File: src/rtl/uart_fifo_ctl.sv
// uart_fifo_ctl: memory-mapped UART controller with TX/RX byte FIFOs.
// Bus writes fill the TX FIFO, and a small FSM hands the bytes to the TX engine one at a time.
// Received bytes queue in the RX FIFO. Sticky overrun and break flags are write-1-to-clear.
// Optional feature: define UART_IRQ_EN to get the 0x10 IRQ enable/condition register and a live irq.
module uart_fifo_ctl #(
    parameter int TX_DEPTH     = 16,
    parameter int RX_DEPTH     = 16,
    parameter int RX_IRQ_LEVEL = 1
) (
    input  logic        clk,
    input  logic        rst,
    input  logic        uart_request,
    input  logic [31:0] mem_addr,
    input  logic [31:0] mem_wdata,
    input  logic        mem_we,
    input  logic        mem_re,
    output logic [31:0] mem_rdata,
    output logic        uart_tx_en,
    output logic [7:0]  uart_tx_data,
    input  logic        uart_tx_busy,
    output logic        uart_rx_en,
    input  logic        uart_rx_break,
    input  logic        uart_rx_valid,
    input  logic [7:0]  uart_rx_data,
    output logic        irq
);
    localparam int TAW = $clog2(TX_DEPTH);
    localparam int RAW = $clog2(RX_DEPTH);
    localparam logic [TAW:0] TX_FULL_CNT = TX_DEPTH[TAW:0];
    localparam logic [RAW:0] RX_FULL_CNT = RX_DEPTH[RAW:0];

    typedef enum logic [1:0] {IDLE, LOAD, WAIT_BUSY, WAIT_DONE} state_t;

    state_t         state, state_nx;
    logic [1:0]     ctrl;
    logic           tx_ovf, rx_ovf, rx_brk;
    logic [7:0]     tx_mem [TX_DEPTH];
    logic [7:0]     rx_mem [RX_DEPTH];
    logic [TAW-1:0] tx_wp, tx_rp;
    logic [RAW-1:0] rx_wp, rx_rp;
    logic [TAW:0]   tx_cnt;
    logic [RAW:0]   rx_cnt;

    // Bus decode: only [4:0] of the address matters.
    logic       wr, rd;
    logic [4:0] addr;
    logic       tx_wr, stat_wr, ctrl_wr, rx_rd;
    assign wr      = uart_request & mem_we;
    assign rd      = uart_request & mem_re;
    assign addr    = mem_addr[4:0];
    assign tx_wr   = wr && (addr == 5'h00);
    assign stat_wr = wr && (addr == 5'h04);
    assign ctrl_wr = wr && (addr == 5'h0C);
    assign rx_rd   = rd && (addr == 5'h08);

    logic tx_full, tx_empty, rx_full, rx_empty;
    assign tx_full  = (tx_cnt == TX_FULL_CNT);
    assign tx_empty = (tx_cnt == '0);
    assign rx_full  = (rx_cnt == RX_FULL_CNT);
    assign rx_empty = (rx_cnt == '0);

    logic tx_flush, rx_flush, tx_push, tx_pop, rx_push, rx_pop, go_load;
    assign tx_flush = ctrl_wr & mem_wdata[2];
    assign rx_flush = ctrl_wr & mem_wdata[3];
    assign tx_push  = tx_wr & ~tx_full;
    // The head leaves the FIFO on the edge that enters LOAD, so the byte is already on uart_tx_data during the pulse.
    assign go_load  = (state == IDLE) & ctrl[0] & ~tx_empty & ~uart_tx_busy;
    assign tx_pop   = go_load;
    assign rx_push  = uart_rx_valid & ~rx_full;
    assign rx_pop   = rx_rd & ~rx_empty;

    // TX FIFO pointers and level; flush overrides any push/pop in the same cycle.
    always_ff @(posedge clk) begin
        if (rst || tx_flush) begin
            tx_wp  <= '0;
            tx_rp  <= '0;
            tx_cnt <= '0;
        end else begin
            if (tx_push) tx_wp <= tx_wp + 1'b1;
            if (tx_pop)  tx_rp <= tx_rp + 1'b1;
            tx_cnt <= tx_cnt + {{TAW{1'b0}}, tx_push} - {{TAW{1'b0}}, tx_pop};
        end
    end

    // RX FIFO pointers and level.
    always_ff @(posedge clk) begin
        if (rst || rx_flush) begin
            rx_wp  <= '0;
            rx_rp  <= '0;
            rx_cnt <= '0;
        end else begin
            if (rx_push) rx_wp <= rx_wp + 1'b1;
            if (rx_pop)  rx_rp <= rx_rp + 1'b1;
            rx_cnt <= rx_cnt + {{RAW{1'b0}}, rx_push} - {{RAW{1'b0}}, rx_pop};
        end
    end

    // FIFO storage needs no reset; the pointers define what is valid.
    always_ff @(posedge clk) begin
        if (tx_push) tx_mem[tx_wp] <= mem_wdata[7:0];
        if (rx_push) rx_mem[rx_wp] <= uart_rx_data;
    end

    // Byte presented to the TX engine, held until the next load.
    always_ff @(posedge clk) begin
        if (rst)          uart_tx_data <= 8'h00;
        else if (go_load) uart_tx_data <= tx_mem[tx_rp];
    end

    // TX FSM state register.
    always_ff @(posedge clk) begin
        if (rst) state <= IDLE;
        else     state <= state_nx;
    end

    // TX FSM next state: wait for busy to rise and then fall before the next byte.
    always_comb begin
        state_nx = state;
        case (state)
            IDLE:      if (go_load) state_nx = LOAD;
            LOAD:      state_nx = WAIT_BUSY;
            WAIT_BUSY: if (uart_tx_busy) state_nx = WAIT_DONE;
            WAIT_DONE: if (!uart_tx_busy) state_nx = IDLE;
            default:   state_nx = IDLE;
        endcase
    end

    // TX FSM outputs: the start pulse is exactly the LOAD cycle.
    always_comb begin
        uart_tx_en = (state == LOAD);
    end

    // Control register and sticky flags; a flag being set wins over a same-cycle clear.
    always_ff @(posedge clk) begin
        if (rst) begin
            ctrl   <= 2'b00;
            tx_ovf <= 1'b0;
            rx_ovf <= 1'b0;
            rx_brk <= 1'b0;
        end else begin
            if (ctrl_wr) ctrl <= mem_wdata[1:0];
            if (stat_wr && mem_wdata[5]) tx_ovf <= 1'b0;
            if (stat_wr && mem_wdata[6]) rx_ovf <= 1'b0;
            if (stat_wr && mem_wdata[7]) rx_brk <= 1'b0;
            if (tx_wr && tx_full)        tx_ovf <= 1'b1;
            if (uart_rx_valid && rx_full) rx_ovf <= 1'b1;
            if (uart_rx_break)           rx_brk <= 1'b1;
        end
    end

    assign uart_rx_en = ctrl[1];

    logic [31:0] irq_rd;
`ifdef UART_IRQ_EN
    logic [3:0] irq_en, irq_cond;
    logic       irq_q, irq_wr;
    assign irq_wr   = wr && (addr == 5'h10);
    assign irq_cond = {rx_brk, tx_ovf | rx_ovf, tx_empty, rx_cnt >= RX_IRQ_LEVEL[RAW:0]};

    // IRQ enables and the registered interrupt line.
    always_ff @(posedge clk) begin
        if (rst) begin
            irq_en <= 4'h0;
            irq_q  <= 1'b0;
        end else begin
            if (irq_wr) irq_en <= mem_wdata[3:0];
            irq_q <= |(irq_en & irq_cond);
        end
    end

    assign irq    = irq_q;
    assign irq_rd = {20'h0, irq_cond, 4'h0, irq_en};
`else
    assign irq    = 1'b0;
    assign irq_rd = 32'h0;
`endif

    logic [31:0] status;
    assign status = {8'h00, 8'(rx_cnt), 8'(tx_cnt), rx_brk, rx_ovf, tx_ovf,
                     rx_empty, rx_full, tx_empty, tx_full, (state != IDLE) | uart_tx_busy};

    // Combinational read mux; zero unless this block is selected for a read.
    always_comb begin
        mem_rdata = 32'h0;
        if (rd) begin
            case (addr)
                5'h04:   mem_rdata = status;
                5'h08:   mem_rdata = {24'h0, rx_empty ? 8'h00 : rx_mem[rx_rp]};
                5'h0C:   mem_rdata = {30'h0, ctrl};
                5'h10:   mem_rdata = irq_rd;
                default: mem_rdata = 32'h0;
            endcase
        end
    end

    logic unused_bits;
    assign unused_bits = &{1'b0, mem_addr[31:5], mem_wdata[31:8]};
endmodule

File: config.mk
export PLATFORM = sky130hd
export DESIGN_NAME = uart_fifo_ctl
export DESIGN_NICKNAME = d
export VERILOG_FILES = /design/src/rtl/uart_fifo_ctl.sv
export SDC_FILE = /design/constraint.sdc
export NUM_CORES = 1
export LEC_CHECK = 0
export CAP_MARGIN = 10
export CORE_ASPECT_RATIO = 1.2
export CORE_UTILIZATION = 51
export CTS_BUF_LIST = sky130_fd_sc_hd__clkbuf_16
export CTS_CLUSTER_DIAMETER = 150
export CTS_CLUSTER_SIZE = 12
export DETAILED_ROUTE_END_ITERATION = 10
export PLACE_DENSITY = 0.73
export REMOVE_ABC_BUFFERS = 1
export SETUP_SLACK_MARGIN = 0.3
export SYNTH_ARGS = -nofsm -noshare
export SYNTH_HDL_FRONTEND = slang
export SYNTH_SLANG_ARGS = --single-unit
File: constraint.sdc
create_clock -name clk -period 4.15 [get_ports clk]
set_clock_uncertainty 0.05 [all_clocks]
set_input_delay 0.83 -clock clk [delete_from_list [all_inputs] [get_ports clk]]
set_output_delay 0.83 -clock clk [all_outputs]
set_load 0.005 [all_outputs]
==> run metrics <==
status completed; final hold slack 0.455 ns; most common cell after layout, fill and taps aside edfxtp_1; FF+latch count, synth about 300; fmax 264 MHz; Slowest-stage cell, CP clkdlybuf4s50_1; EDFF count, synth between 200 and 300; drt first-iter violations 352; crit-path leading delay family buffers and inverters; # H-tree levels 1; Netlist Area Pre-Place 12400 um^2; IO Count 123; max incr delay on CP 0.52 ns; Worst setup EP type primary output; crit path time final 3.78 ns; ys async rst share 0%; First-pass DRT Iterations 5; grt ovf 0; Slew @ Worst Pin 0.998 ns; diode count 0; Syn Inst Count 722; Die Area 24900 um^2; library cells used by synthesis 48; initial antenna violation count 1; Worst EP required 3.27 ns; r2r setup slk 0.82 ns; Tot GR Track Use 20.8%; Post-Place Setup Slack 0.157 ns; Final period util 91.2%; Worst EP arrival roughly 2.9 ns; max-slew violations 0; CP Class input port to primary output; number of global-route vias before repair 6892; Setup crit start kind input port; row count just over 60; drt via density 5.62; layout cell share with drive strength beyond 1 19.1%; ANT nets after route 0; max-capacitance violation count 0; final wirelength 25000 um; Most common cell on crit path clkdlybuf4s50_1; largest net degree at the start of global routing 33; Hold WC Path Type register to register; power density over the cells ~430 nW/um^2; max_slew headroom 33.5%; Longest Clk Path Bufs 3; die outline height 173 um; Final setup viols 0; Initial Utilization 51.9%; PnR worst setup slack 0.367 ns; nets about 930; Ys Warns 0; gpl congestion 0.775; Num CTS Buffers 29; Layout area overhead 15.9%; total core area 23900 um^2; post-synthesis sequential area ratio between 60 and 70%; CP cell instances clkdlybuf4s50_1, nor4_4, buf_6, nand2_1, nor2_2, buf_4, a221o_1, clkdlybuf4s50_1; Via Count 6528; RSZ-0062 raised after global routing no; VDD IR max 364 uV; Buffers on Ports 56; Crit Path Max Fanout 7; Die Wd 144 um; clk_lat worst skew 0.54 ns; crit path buf inv count 4; Primary FF master, synth edfxtp_1; hpwl dp 16800 um; first-pass GRT wire length 38400 um; DRC 0; most frequent cells in the layout edfxtp_1 (256), mux4_2 (64), nor2_1 (63); cell leakage power 4.76 nW; Synth Area per Inst between 15 and 20 um^2; Final Hold Fails 0; CTS tree built; clock slew at reported path FFs 0.06 ns; clock root buffer clkbuf_16; clock net sink count 301; WL/cell 21.6 um; total negative slack 0 ns
[flip-flops by register name, summed over array words and instances, names as in the netlist, 2 cells and up, named ones only]
register,flops
tx_mem,128
rx_rp,4
rx_mem,128
rx_wp,4
tx_wp,4
tx_cnt,5
uart_tx_data,8
tx_rp,4
state,2
rx_cnt,5
ctrl,2
[layer usage]
layer	GRT usage, %	wire length [um]	share of wire [%]
met3	2.60	1100	4.4
met4	7.28	735	2.9
met5	0	13	0.052
met2	38.7	13900	56
met1	24.3	9220	37
[area by class of cell]
| cell class | instances | area [um^2] |
|---|---|---|
| Clock buffer | 29 | 726 |
| Clock inverter | 25 | 106 |
| Fill cell | 1786 | 9530 |
| Inverter | 24 | 90.1 |
| Multi-Input combinational cell | 362 | 3540 |
| Sequential cell | 301 | 8590 |
| Tap cell | 320 | 400 |
| Timing Repair Buffer | 100 | 915 |
[path summary, 6_finish.rpt]
| kind | start | to | cells after the start |
|---|---|---|---|
| max | mem_addr[0] | mem_rdata[5] | 8 |
| min | uart_tx_data[0] | uart_tx_data[0] | 2 |
| max reg2reg | tx_cnt[2] | tx_cnt[4] | 13 |
| min reg2reg | uart_tx_data[0] | uart_tx_data[0] | 2 |
[timing repair]
action / CTS / global route
hold buffers: 0 / 0
buffers inserted: 2 / 2
pin swaps: 2 / 0
setup endpoints to repair: 13 / 9
gates resized for setup: 3 / 7
[report_power, final]
part	internal, W	total, W	leakage (nW)	switching [W]
logic	0.000187	0.000434	1.60	0.000247
registers	0.00335	0.00338	2.67	0.0000349
clock network	0.00126	0.00230	0.490	0.00104
[cells by family after synthesis]
kind of cell	Yosys count	synth area share, %
other cells	1	0.0303
buf+inv	73	2.78
fa+ha+maj	28	2.95
compound gates	46	2.55
simple gates	156	6.54
flops	301	69.3
mux	102	14.8
xor+xnor	15	1.06
[cells in the mapped netlist, drive strengths merged (12+ instances only)]
cell,instances,area share (%)
edfxtp,256,62
mux4,64,12
nor2,64,1.9
dfxtp,45,7.3
buf,33,1.6
mux2i,29,2.3
ha,26,2.6
nand2,25,0.76
inv,24,0.73
clkbuf,16,0.48
a21oi,15,0.61
o221ai,12,0.85
[stage by stage]
stage	cell area (um^2)	util, %	power, W	cells
finish	14400	60.1	0.00611	1161
global placement	13500	56.4	0.00383	1103
floorplan	12200	-	0.00369	687
detailed placement	13500	56.4	0.00387	1103
global route	14400	60.1	0.00632	1161
CTS	14300	60.0	0.00615	1159
[worst register-to-register path: cells and delay by family (launching register included)]
family,cells,cell delay (ns)
DFF,1,0.32
and+or+nand+nor,4,1.24
buffers and inverters,3,0.24
adders and majority gates,4,1.09
AOI/OAI and AO/OA,2,0.31
Note: power is estimated with default switching activity, not from simulation.
